$ cat config.mk
export PLATFORM = sky130hd
export DESIGN_NAME = dmem_arbiter
export DESIGN_NICKNAME = d
export VERILOG_FILES = /design/src/rtl/dmem_arbiter_pkg.sv /design/src/rtl/dmem_burst_engine.sv /design/src/rtl/dmem_arbiter.sv
export SDC_FILE = /design/constraint.sdc
export NUM_CORES = 1
export LEC_CHECK = 0
export BUFFER_PORTS_ARGS = -buffer_cell sky130_fd_sc_hd__buf_2
export CAP_MARGIN = 20
export CORE_UTILIZATION = 35
export CTS_BUF_LIST = sky130_fd_sc_hd__clkbuf_2 sky130_fd_sc_hd__clkbuf_4 sky130_fd_sc_hd__clkbuf_8
export DETAILED_ROUTE_END_ITERATION = 7
export GPL_ROUTABILITY_DRIVEN = 0
export GPL_TIMING_DRIVEN = 0
export MAX_ROUTING_LAYER = met4
export PLACE_DENSITY = 0.66
export SYNTH_ARGS = -nofsm -noshare
export SYNTH_HDL_FRONTEND = slang
export SYNTH_HIERARCHICAL = 1
export SYNTH_SLANG_ARGS = --single-unit
$ cat constraint.sdc
create_clock -name clk_i -period 2.73 [get_ports clk_i]
set_clock_uncertainty 0.15 [all_clocks]
set_input_delay 0.546 -clock clk_i [delete_from_list [all_inputs] [get_ports clk_i]]
set_output_delay 0.546 -clock clk_i [all_outputs]
set_load 0.02 [all_outputs]
$ cat src/rtl/dmem_arbiter_pkg.sv
// Shared encodings for the data-memory arbiter: memory access codes,
// arbiter state codes and small decode helpers.
package dmem_arbiter_pkg;

  localparam logic [1:0] MEM_NONE     = 2'b00;
  localparam logic [1:0] MEM_BYTE     = 2'b01;
  localparam logic [1:0] MEM_HALFWORD = 2'b10;
  localparam logic [1:0] MEM_WORD     = 2'b11;

  typedef enum logic {
    ARB_IDLE  = 1'b0,
    ARB_BURST = 1'b1
  } arb_state_e;

  function automatic logic is_access(input logic [1:0] code);
    return (code == MEM_WORD) || (code == MEM_HALFWORD) || (code == MEM_BYTE);
  endfunction

  // A length field of zero encodes a full 256-beat burst.
  function automatic logic [8:0] burst_len(input logic [7:0] len);
    return (len == 8'd0) ? 9'd256 : {1'b0, len};
  endfunction

endpackage

$ cat src/rtl/dmem_burst_engine.sv
// Debug burst bookkeeping: current address, beats remaining, direction,
// and the registered read-data / read-valid / done strobes.
module dmem_burst_engine
  import dmem_arbiter_pkg::*;
(
  input  logic        clk_i,
  input  logic        n_rst_i,
  input  logic        start_i,
  input  logic        start_write_i,
  input  logic [7:0]  start_address_i,
  input  logic [7:0]  start_length_i,
  input  logic        beat_i,
  input  logic [31:0] mem_read_data_i,
  output logic [7:0]  address_o,
  output logic        write_o,
  output logic        last_o,
  output logic        done_o,
  output logic [31:0] read_data_o,
  output logic        read_valid_o
);

  logic [7:0]  address_q;
  logic [8:0]  remaining_q;
  logic        write_q;
  logic        done_q;
  logic [31:0] read_data_q;
  logic        read_valid_q;
  logic        last_s;

  assign last_s = (remaining_q == 9'd1);

  // Burst progress and per-beat result capture.
  always_ff @(posedge clk_i or negedge n_rst_i) begin
    if (!n_rst_i) begin
      address_q    <= 8'd0;
      remaining_q  <= 9'd0;
      write_q      <= 1'b0;
      done_q       <= 1'b0;
      read_data_q  <= 32'd0;
      read_valid_q <= 1'b0;
    end else begin
      done_q       <= beat_i & last_s;
      read_valid_q <= beat_i & ~write_q;
      if (beat_i && !write_q) begin
        read_data_q <= mem_read_data_i;
      end
      if (start_i) begin
        address_q   <= start_address_i;
        remaining_q <= burst_len(start_length_i);
        write_q     <= start_write_i;
      end else if (beat_i) begin
        address_q   <= address_q + 8'd1;
        remaining_q <= remaining_q - 9'd1;
      end
    end
  end

  assign address_o    = address_q;
  assign write_o      = write_q;
  assign last_o       = last_s;
  assign done_o       = done_q;
  assign read_data_o  = read_data_q;
  assign read_valid_o = read_valid_q;

endmodule

$ cat src/rtl/dmem_arbiter.sv
// Arbitrates the single-port data memory between the MEM pipeline stage
// (priority) and a debug burst port with a bounded starvation limit.
module dmem_arbiter
  import dmem_arbiter_pkg::*;
#(
  parameter int unsigned STARVE_LIMIT = 4
) (
  input  logic        clk_i,
  input  logic        n_rst_i,
  input  logic [7:0]  pipe_address_i,
  input  logic [31:0] pipe_write_data_i,
  input  logic [1:0]  pipe_ctrl_mem_read_i,
  input  logic [1:0]  pipe_ctrl_mem_write_i,
  output logic [31:0] pipe_read_data_o,
  output logic        pipe_stall_o,
  input  logic        dbg_req_i,
  input  logic        dbg_write_i,
  input  logic [7:0]  dbg_address_i,
  input  logic [7:0]  dbg_length_i,
  input  logic [31:0] dbg_write_data_i,
  output logic        dbg_ack_o,
  output logic        dbg_beat_o,
  output logic [31:0] dbg_read_data_o,
  output logic        dbg_read_valid_o,
  output logic        dbg_done_o,
  output logic        dbg_busy_o,
  output logic [7:0]  mem_address_o,
  output logic [31:0] mem_write_data_o,
  output logic [1:0]  mem_ctrl_mem_read_o,
  output logic [1:0]  mem_ctrl_mem_write_o,
  input  logic [31:0] mem_read_data_i
);

  localparam logic [3:0] LIMIT_C = 4'(STARVE_LIMIT);

  arb_state_e  state_q;
  logic [3:0]  wait_cnt_q;
  logic        ack_q;
  logic        pipe_req_s;
  logic        dbg_grant_s;
  logic        start_s;
  logic [7:0]  eng_address_s;
  logic        eng_write_s;
  logic        eng_last_s;

  assign start_s = (state_q == ARB_IDLE) && dbg_req_i;

  // Grant decision: the pipe wins in BURST until the debug side has waited LIMIT cycles.
  always_comb begin
    pipe_req_s  = is_access(pipe_ctrl_mem_read_i) | is_access(pipe_ctrl_mem_write_i);
    dbg_grant_s = 1'b0;
    if (state_q == ARB_BURST) begin
      if (pipe_req_s && (wait_cnt_q < LIMIT_C)) begin
        dbg_grant_s = 1'b0;
      end else begin
        dbg_grant_s = 1'b1;
      end
    end else begin
      dbg_grant_s = 1'b0;
    end
  end

  // Memory-side mux: a debug beat always moves a full word.
  always_comb begin
    mem_address_o        = pipe_address_i;
    mem_write_data_o     = pipe_write_data_i;
    mem_ctrl_mem_read_o  = pipe_ctrl_mem_read_i;
    mem_ctrl_mem_write_o = pipe_ctrl_mem_write_i;
    if (dbg_grant_s) begin
      mem_address_o    = eng_address_s;
      mem_write_data_o = dbg_write_data_i;
      if (eng_write_s) begin
        mem_ctrl_mem_read_o  = MEM_NONE;
        mem_ctrl_mem_write_o = MEM_WORD;
      end else begin
        mem_ctrl_mem_read_o  = MEM_WORD;
        mem_ctrl_mem_write_o = MEM_NONE;
      end
    end else begin
      mem_address_o        = pipe_address_i;
      mem_write_data_o     = pipe_write_data_i;
      mem_ctrl_mem_read_o  = pipe_ctrl_mem_read_i;
      mem_ctrl_mem_write_o = pipe_ctrl_mem_write_i;
    end
  end

  assign pipe_stall_o     = dbg_grant_s & pipe_req_s;
  assign pipe_read_data_o = mem_read_data_i;
  assign dbg_beat_o       = dbg_grant_s;

  // Arbiter FSM with the starvation counter and the accept pulse.
  always_ff @(posedge clk_i or negedge n_rst_i) begin
    if (!n_rst_i) begin
      state_q    <= ARB_IDLE;
      wait_cnt_q <= 4'd0;
      ack_q      <= 1'b0;
    end else begin
      ack_q <= 1'b0;
      case (state_q)
        ARB_IDLE: begin
          if (dbg_req_i) begin
            state_q    <= ARB_BURST;
            wait_cnt_q <= 4'd0;
            ack_q      <= 1'b1;
          end
        end
        ARB_BURST: begin
          if (dbg_grant_s) begin
            wait_cnt_q <= 4'd0;
            if (eng_last_s) begin
              state_q <= ARB_IDLE;
            end
          end else if (pipe_req_s) begin
            wait_cnt_q <= wait_cnt_q + 4'd1;
          end
        end
        default: begin
          state_q    <= ARB_IDLE;
          wait_cnt_q <= 4'd0;
        end
      endcase
    end
  end

  assign dbg_ack_o  = ack_q;
  assign dbg_busy_o = (state_q == ARB_BURST);

  dmem_burst_engine u_engine (
    .clk_i           (clk_i),
    .n_rst_i         (n_rst_i),
    .start_i         (start_s),
    .start_write_i   (dbg_write_i),
    .start_address_i (dbg_address_i),
    .start_length_i  (dbg_length_i),
    .beat_i          (dbg_grant_s),
    .mem_read_data_i (mem_read_data_i),
    .address_o       (eng_address_s),
    .write_o         (eng_write_s),
    .last_o          (eng_last_s),
    .done_o          (dbg_done_o),
    .read_data_o     (dbg_read_data_o),
    .read_valid_o    (dbg_read_valid_o)
  );

endmodule

# ---- After elaboration in Yosys (flattened, before gate mapping)
# Index checks and enable logic that the tools add are counted.
# W data, S select, Z words.
dict set report classes {
  n_addsub 3
  bitwise 6
  eq_ne 9
  mux 22
  n_reduce_logical 11
  n_lt_le_gt_ge 1
}
# operator count
set op_table {}
lappend op_table {{$mux W32} 1}
lappend op_table {{$mux W9} 3}
lappend op_table {{$mux W8} 3}
lappend op_table {{$mux W4} 3}
lappend op_table {{$eq A9 B1 Y1 const B} 1}
lappend op_table {{$sub A9 B1 Y9 const B} 1}
lappend op_table {{$add A8 B1 Y8 const B} 1}
lappend op_table {{$eq A2 B2 Y1 const B} 4}
lappend op_table {{$logic_not A8 Y1} 1}
lappend op_table {{$mux W2} 4}
lappend op_table {{$pmux W4 S2} 1}
lappend op_table {{$mux W1} 6}
lappend op_table {{$add A4 B1 Y4 const B} 1}
lappend op_table {{$eq A2 B1 Y1 const B} 2}
lappend op_table {{$logic_or A1 B1 Y1} 4}
lappend op_table {{$lt A4 B3 Y1 const B} 1}
lappend op_table {{$and A1 B1 Y1} 3}
lappend op_table {{$logic_and A1 B1 Y1} 3}
lappend op_table {{$ne A3 B1 Y1 const B} 1}
lappend op_table {{$ne A2 B2 Y1 const B} 1}
lappend op_table {{$not A1 Y1} 2}
lappend op_table {{$pmux W1 S2} 1}
lappend op_table {{$reduce_and A2 Y1} 1}
lappend op_table {{$reduce_bool A2 Y1} 1}
lappend op_table {{2 further kinds} 2}
dict set report word_totals {
  reg_bits 58
  out_inout_bits 114
  in_bits 128
  word_cells 61
}

# ---- Longest topological paths before layout
# Gate-level depths: netlist of run 1.
dict set report depth {
  word_depth 9
  ltp_mapped 7
  mapped_depth_nobuf 7
}

# ---- Hierarchy
# Netlist of run 1, hierarchy kept.
# module area_per_inst_um2 cells_each seq_area_each_um2 n_inst
set by_module_without_submodules {}
lappend by_module_without_submodules {dmem_burst_engine 2433.6 181 1301.2 1}
lappend by_module_without_submodules {dmem_arbiter 1209.9 110 150.1 1}

# ---- Worst setup path before layout of run 1
# OpenSTA, ideal clock, no wires.
dict set report synth_path {
  kind {input to output}
  from {input pipe_ctrl_mem_write_i[1]}
  to {output mem_ctrl_mem_read_o[0]}
  path_buffers 1
  arrival_time_ns 1.688
  stages 4
  setup_slack_ns 0.346
  required_time_ns 2.034
  path_cell_list {nor4_4 o21ai_4 buf_6 o21ai_0}
}
dict set report synth_between {
  elab_chain_cells 8
  elab_cells_between_ends 10
  cone_classes {eq/ne: 3; mux: 3; bitwise: 1; reduce/logical: 3}
}
# element line_no
set synth_lines {}
lappend synth_lines {{start: declaration} dmem_arbiter.sv:13} ;# input logic [1:0] pipe_ctrl_mem_write_i,
lappend synth_lines {{$eq A2 B2 Y1} dmem_arbiter_pkg.sv:16} ;# return (code == MEM_WORD) || (code == MEM_HALFWORD) || (code == MEM_BYTE);
lappend synth_lines {{$logic_or A1 B1 Y1} dmem_arbiter_pkg.sv:16}
lappend synth_lines {{$logic_or A1 B1 Y1 *} dmem_arbiter_pkg.sv:16}
lappend synth_lines {{$or A1 B1 Y1 *} dmem_arbiter.sv:50} ;# pipe_req_s = is_access(pipe_ctrl_mem_read_i) | is_access(pipe_ctrl_mem_write_i);
lappend synth_lines {{$logic_and A1 B1 Y1 *} dmem_arbiter.sv:53} ;# if (pipe_req_s && (wait_cnt_q < LIMIT_C)) begin
lappend synth_lines {{$mux W1 *} dmem_arbiter.sv:53}
lappend synth_lines {{$mux W1 *} dmem_arbiter.sv:52} ;# if (state_q == ARB_BURST) begin
lappend synth_lines {{$mux W2 *} dmem_arbiter.sv:69} ;# if (dbg_grant_s) begin
lappend synth_lines {{end: declaration} dmem_arbiter.sv:29} ;# output logic [1:0] mem_ctrl_mem_read_o,
# Every way passes the cells marked *; elsewhere a longest branch is shown, timed or not.

# ---- Final worst setup path of run 1
dict set report layout_path {
  from {register wait_cnt_q[2]}
  to {output mem_write_data_o[0]}
}
dict set report layout_between {
  elab_chain_cells 5
}
# element line_no
set layout_lines {}
lappend layout_lines {{start: declaration} dmem_arbiter.sv:37} ;# logic [3:0] wait_cnt_q;
lappend layout_lines {{start signal: assignment} dmem_arbiter.sv:114} ;# wait_cnt_q <= wait_cnt_q + 4'd1;
lappend layout_lines {{$lt A4 B3 Y1} dmem_arbiter.sv:53}
lappend layout_lines {{$logic_and A1 B1 Y1} dmem_arbiter.sv:53}
lappend layout_lines {{$mux W1} dmem_arbiter.sv:53}
lappend layout_lines {{$mux W1} dmem_arbiter.sv:52}
lappend layout_lines {{$mux W32} dmem_arbiter.sv:69}
lappend layout_lines {{end: declaration} dmem_arbiter.sv:28} ;# output logic [31:0] mem_write_data_o,
# No other way between the ends.

==> results of run 1 <==
final cells by class:
type | instances | area (µm²) | share of cell area, %
Inverter | 4 | 18.8 | 0.356
Clock inverter | 2 | 10.0 | 0.190
Buffer | 46 | 384 | 7.29
Antenna cell | 1 | 2.50 | 0.0475
Timing Repair Buffer | 245 | 1260 | 23.9
Clock buffer | 14 | 180 | 3.42
Sequential cell | 58 | 1450 | 27.6
Tap cell | 133 | 166 | 3.16
Multi-Input combinational cell | 183 | 1790 | 34.0
power by group:
group          internal, mW  switching (mW)  total, mW
combinational          1.47            1.42       2.89
sequential             1.27           0.328       1.60
clock                 0.421           0.319      0.740
per-layer routing:
layer	track usage (%)	wire (µm)	vias up
li1	-	-	1492
met1	20.6	3890	1466
met2	33.3	5060	176
met3	4.89	770	15
met4	8.47	226	0
met5	-	0	-
flip-flops by register name, summed over array words and instances (netlist names):
signal                 cells
dbg_ack_o                  1
u_engine/read_valid_o      1
u_engine/read_data_o      32
u_engine/address_o         8
u_engine/done_o            1
u_engine/remaining_q       9
wait_cnt_q                 4
u_engine/write_o           1
dbg_busy_o                 1
cells in the final DEF, fill, tap and decap left out, types with 2 or more instances in the layout:
cell type / instances
a22o_1: 2
and2_1: 2
buf_12: 5
buf_2: 242
buf_4: 35
buf_6: 5
clkbuf_1: 4
clkbuf_4: 2
clkbuf_8: 12
clkinv_2: 2
dfrtp_1: 58
ha_1: 4
inv_1: 3
mux2_2: 8
mux2_4: 66
nand2_1: 25
nand2b_1: 2
nand3_1: 5
nand4_1: 2
nor2_1: 9
nor2b_1: 2
o21ai_0: 16
o21ai_1: 4
xnor2_1: 5
xor2_1: 9
worst paths after layout:
check / start / to / slack, ns / depth (start not counted)
setup / recovery: wait_cnt_q[2]$_DFFE_PN0P_ / mem_write_data_o[0] / 0.08 / 6
hold reg to reg: wait_cnt_q[3]$_DFFE_PN0P_ / wait_cnt_q[3]$_DFFE_PN0P_ / 0.35 / 1
max in group asynchronous: n_rst_i / u_engine/read_data_o[5]$_DFFE_PN0P_ / 1.71 / 2
hold / removal: n_rst_i / u_engine/read_data_o[21]$_DFFE_PN0P_ / 0.12 / 1
setup reg to reg: wait_cnt_q[2]$_DFFE_PN0P_ / u_engine/read_data_o[11]$_DFFE_PN0P_ / 0.49 / 9
min in group clk_i: dbg_address_i[6] / u_engine/address_o[6]$_DFFE_PN0P_ / 0.28 / 3
kinds of logic (layout without fill, tap and decap cells):
logic type | Yosys count | after routing
XOR/XNOR | 14 | 14
buffers and inverters | 50 | 311
flip-flops | 58 | 58
multiplexers | 75 | 75
AND/OR/NAND/NOR | 62 | 62
AO/OA/AOI/OAI | 28 | 28
other | 0 | 1
adder cells (fa/ha/maj) | 4 | 4
worst max-delay path: cells and delay by family, from the launching register on:
kind	cells	cell delay, ns
buffers and inverters	3	0.47
DFF	1	0.38
AOI/OAI and AO/OA	1	0.18
and+or+nand+nor	1	0.27
muxes	1	0.32
what timing repair did:
action | CTS | global route
setup endpoints to repair | 2 | 38
gates resized for setup | 1 | 0
pin swaps | 0 | 1
buffers inserted | 1 | 2
==> summary.txt, run 1 <==
Placed design
  • Cell area after placement: roughly 5000 µm²
  • Post-Place Worst Slack: 0.0531 ns
  • Post-DP HPWL: 8080 µm
  • Placed cells: between 600 and 700
  • Port-buffer cells: 241

STA
  • Final total negative setup slack: 0 ns
  • Period Utilization, post-route: 97.1%
  • Relative slew slack: 51.9%
  • Fin worst setup slack: 0.0801 ns
  • Worst-case hold slack: 0.119 ns
  • Worst slew pin tran: 0.721 ns
  • Number of hold-slack violations in the final timing report: 0
  • Crit path time final: 2.65 ns
  • Setup-violating endpoint count in the final report: 0
  • Peak Freq: 377 MHz
  • Number of max-slew violations in the final report: 0

Yosys
  • Mux cell area share after synthesis: 29.9%
  • Xor/xnor share of the synthesized area: between 3 and 4%
  • Yosys warnings: 6
  • Post-Synth Simple-Gate Area: under 10%
  • Most repeated cell in the gate-level netlist after synthesis: mux2_4
  • Number of enable flip-flop cells after synthesis: 0
  • Commonest cells in the netlist: 66 x mux2_4, 58 x dfrtp_1, 33 x buf_4, 25 x nand2_1, 16 x o21ai_0
  • Mapped Avg Cell Area: 12.5 µm²
  • Number of register bits inferred by synthesis: 58
  • Proportion of register bits with asynchronous set or reset after synthesis: 100%
  • Synthesized instance count: 291
  • Top post-synthesis cells by area: dfrtp_1 40%, mux2_4 27%, buf_4 6.8%
  • Main synth FF type: dfrtp_1
  • Post-synthesis instance area: about 3600 µm²
  • Fraction of the mapped netlist area in compound gates: 4.60%
  • Post-synth net total: ~420
  • Dominant cell type by area after synthesis: dfrtp_1
  • Adder-Cell Fraction of Synth Area: 1.37%
  • Portion of the post-synthesis area used by sequential elements: 39.8%
  • Combinational family with the most area after synthesis: multiplexers
  • Portion of synthesized cell area occupied by the leading cell type: between 30% and 40%
  • Synth cell types: 44

CTS
  • CTS clock-pin slew for the worst setup and hold paths: 0.06 ns
  • Clock latency on the worst-skew pair: 0.33 ns
  • Clock tree sinks: 58
  • H-tree lvl count: 3
  • Number of buffers added by the clock tree synthesis step: 9
  • Max clock buf depth: 2
  • TritonCTS clock tree: yes
  • Number of buffers inserted by hold repair at cts: 0
  • Root Driver: clkbuf_8

Floorplanning
  • Height of the die: 104 µm
  • Floorplan die area: 10800 µm²
  • Number of rows created at floorplan: 36
  • Core Box Area: ~9900 µm²
  • Number of top-level pins: approximately 240
  • Initial standard-cell utilization of the core: between 30% and 40%
  • Overall die width: 104 µm

Drt
  • Total number of vias: 3149
  • Routed wire length per instance: 14.5 µm
  • First drt pass iteration count: 4
  • Final Routed Wirelength: ~9900 µm
  • Via density per instance: 4.59
  • Number of nets with antenna violations after routing: 0
  • Number of remaining DRC errors: 0
  • DRT iter0 DRCs: 123

GRT
  • Pin count of the biggest net entering global routing: 31
  • Remaining Overflow, GRT: 0
  • Antenna violations before repair: 1
  • Number of global-route vias before repair: 3254
  • Wire length of the first global-routing pass: 16000 µm
  • Global routing usage summed across all routing layers: a little under a fifth

Critical path
  • Crit-path max cell delay: between 0.3 and 0.4 ns
  • Cell with the largest stage delay on the worst path: dfrtp_1
  • Critical Path RT: about 2.0 ns
  • CP startpoint kind: flip-flop
  • Cell-by-cell trace of the critical path: or2_1 > o21ai_4 > buf_12 > buf_6 > mux2_4 > buf_2
  • Critical path class: reg -> out
  • Critical path capture point type: primary output
  • Largest driver fanout on the critical path: 10
  • Arrival time worst endpoint: between 1.5 and 2 ns

Pwr
  • Largest voltage drop on the vdd net: 0.556 mV
  • Ratio of total power to cell area: 991 nW/µm²
  • Total power draw: 5.22 mW
  • Static Leak: 2.83 nW

Final layout
  • Post-layout util: 53.2%
  • Final cell count without fillers: ~690
  • Number of nets in the finished design: about 680
  • Layout cell share with drive strength beyond 1: 69.9%
  • Number of filler cells placed in the layout: 897
  • Post-route cell area: 5270 µm²
  • Area overhead of the layout relative to synthesis: 44.6%

Run
  • Max-cap violation count: 0

Hold path
  • Class of the worst hold path: in -> async

Status
  • Result of the run: completed
Note: power is estimated with default switching activity, not from simulation.
==> run 2: changes to the inputs <==
--- a/config.mk
+++ b/config.mk
@@ -14,6 +14,7 @@
 export GPL_TIMING_DRIVEN = 0
 export MAX_ROUTING_LAYER = met4
 export PLACE_DENSITY = 0.66
+export RECOVER_POWER = 50
 export SYNTH_ARGS = -nofsm -noshare
 export SYNTH_HDL_FRONTEND = slang
 export SYNTH_HIERARCHICAL = 1
==> summary.txt, run 2 (synthesis results as in run 1) <==
Status
  • Result of the run: finished with violations
  • Violations in the final reports: capacitance limit, slew limit

Final layout
  • Post-route cell area: 5180 µm²
  • Top library cells by usage in the layout, fill and taps aside: 192 x buf_2, 66 x mux2_4, 58 x dfrtp_1, 54 x clkbuf_1, 35 x buf_4
  • Number of flip-flops in the largest register: 32
  • Commonest non-fill, non-tap cell in the layout: buf_2
  • Area overhead of the layout relative to synthesis: 42.3%
  • Post-layout util: 52.3%
  • Register area: 1450 µm²
  • Layout cell share with drive strength beyond 1: 60.7%
  • Footprint of the multi-input gates: between 1500 and 2000 µm²
  • Number of filler cells placed in the layout: 925
  • Number of nets in the finished design: slightly below 700

Floorplanning
  • Initial standard-cell utilization of the core: 36.8%
  • Overall die width: 104 µm
  • Number of rows created at floorplan: 36
  • Number of top-level pins: 242
  • Core Box Area: 9910 µm²
  • Floorplan die area: 10800 µm²
  • Height of the die: 104 µm

Critical path
  • Cell with the largest stage delay on the worst path: dfrtp_1
  • Critical Path RT: 2.03 ns
  • Arrival time worst endpoint: 1.95 ns
  • Cell-by-cell trace of the critical path: or2_1 > o21ai_4 > buf_12 > buf_6 > mux2_4 > buf_2
  • Critical path capture point type: primary output
  • Endpoint of the worst-slack reg-to-reg timing path: u_engine/read_data_o[11]$_DFFE_PN0P_
  • R2R Path Start: wait_cnt_q[2]$_DFFE_PN0P_
  • Crit-path max cell delay: 0.38 ns
  • Reg2reg setup slack: about 0.50 ns
  • Critical path class: reg -> out
  • CP startpoint kind: flip-flop
  • Depth of the worst register-to-register path: 9
  • Largest driver fanout on the critical path: 10

Drt
  • Final Routed Wirelength: 9910 µm
  • Total number of vias: 3158
  • Number of nets with antenna violations after routing: 0
  • Number of remaining DRC errors: 0
  • Via density per instance: 4.60
  • Routed wire length per instance: 14.4 µm
  • DRT iter0 DRCs: between 100 and 150
  • First drt pass iteration count: 5

STA
  • Worst slew pin tran: 1.65 ns
  • Number of hold-slack violations in the final timing report: 0
  • Crit path time final: 2.65 ns
  • Worst-case hold slack: ~0.28 ns
  • Relative slew slack: -9.94%
  • Peak Freq: 378 MHz
  • Fin worst setup slack: roughly 0.082 ns
  • Setup-violating endpoint count in the final report: 0
  • Number of max-slew violations in the final report: 31
  • Period Utilization, post-route: 97.0%

CTS
  • H-tree lvl count: 3
  • CTS clock-pin slew for the worst setup and hold paths: 0.06 ns
  • TritonCTS clock tree: yes
  • Number of buffers inserted by hold repair at cts: 0
  • Clock tree sinks: 58
  • Root Driver: clkbuf_8
  • Number of buffers added by the clock tree synthesis step: 9
  • Max clock buf depth: 2
  • Clock latency on the worst-skew pair: 0.33 ns

Hold path
  • Start point of the worst min-delay path: dbg_address_i[6]
  • Class of the worst hold path: in -> reg
  • Worst Hold Path Cells: 3
  • Hold Path End: u_engine/address_o[6]$_DFFE_PN0P_

Run
  • Max-cap violation count: 1

Placed design
  • Port-buffer cells: 241
  • Post-DP HPWL: 8080 µm
  • Cell area after placement: 5040 µm²
  • Post-Place Worst Slack: 0.0531 ns

Pwr
  • Share of total power in the clock network: between 10 and 15%
  • Internal power contribution: between 3 and 4 mW
  • Largest voltage drop on the vdd net: 0.538 mV
  • Relative contribution of sequential cells to total power: 31.0%
  • Ratio of total power to cell area: 993 nW/µm²
  • Static Leak: 2.68 nW
  • Combinational fraction of design power: between 50% and 60%
  • Net switching power: 2.07 mW
  • Net Sw Frac: 40.1%

GRT
  • Global routing usage summed across all routing layers: between 10% and 20%
  • Antenna violations before repair: 1
  • Wire length of the first global-routing pass: between 15000 and 20000 µm
  • Number of global-route vias before repair: 3254
  • Remaining Overflow, GRT: 0
  • Pin count of the biggest net entering global routing: 31
[run 2: how the worst max path moves through the flow]
stage	cells past startpoint	end	startpoint	slack, ns
global placement	8	u_engine/read_data_o[28]$_DFFE_PN0P_	pipe_ctrl_mem_write_i[1]	0.06
detailed placement	8	u_engine/read_data_o[30]$_DFFE_PN0P_	pipe_ctrl_mem_write_i[1]	0.05
CTS	5	mem_write_data_o[0]	wait_cnt_q[2]$_DFFE_PN0P_	-0.03
floorplan	4	mem_ctrl_mem_read_o[0]	pipe_ctrl_mem_write_i[1]	0.35
global route	6	mem_write_data_o[0]	wait_cnt_q[2]$_DFFE_PN0P_	-0.003
finish	6	mem_write_data_o[0]	wait_cnt_q[2]$_DFFE_PN0P_	0.08
[run 2: per-layer routing]
layer,global-route usage (%),share of wire [%],up-vias
li1,-,-,1490
met1,20.6,39,1481
met2,33.3,51,172
met3,4.89,7.3,15
met4,8.47,2.3,0
met5,-,0,-
[run 2: final cells by class]
cell class                 count  area share (%)
timing repair buffer         245            22.8
tap                          133            3.21
clock buffer                  14            3.48
clock inverter                 2           0.193
antenna                        1          0.0483
multi-input combinational    183            34.5
inverter                       4           0.362
sequential                    58            28.0
buffer                        46            7.41
[run 2: power groups by stage]
stage / logic (mW) / clock network, mW / registers (mW)
global route: 3.01 / 0.812 / 1.66
floorplan: 1.78 / 0 / 1.85
finish: 2.81 / 0.739 / 1.60
CTS: 2.87 / 0.774 / 1.60
global placement: 2.81 / 0 / 1.59
detailed placement: 2.86 / 0 / 1.59
[run 2: critical path: cells and delay by family, from the launching register on]
family / cells / cell delay, ns
buffers and inverters: 3 / 0.47
muxes: 1 / 0.32
and+or+nand+nor: 1 / 0.27
AOI/OAI and AO/OA: 1 / 0.18
DFF: 1 / 0.38
[run 2: repair_timing]
action / CTS / global route
setup endpoints to repair: 2 / 38
gates resized for setup: 1 / 0
buffers inserted: 1 / 2
gates cloned: 0 / 0
pin swaps: 0 / 1
[run 2: through the flow]
step                      instances  TNS (ns)  power [mW]
final                           686         0        5.15
after global routing            686  -0.00311        5.48
after CTS                       683    -0.328        5.25
after detailed placement        666         0        4.45
after global placement          665         0        4.40
after floorplan                 291         0        3.63
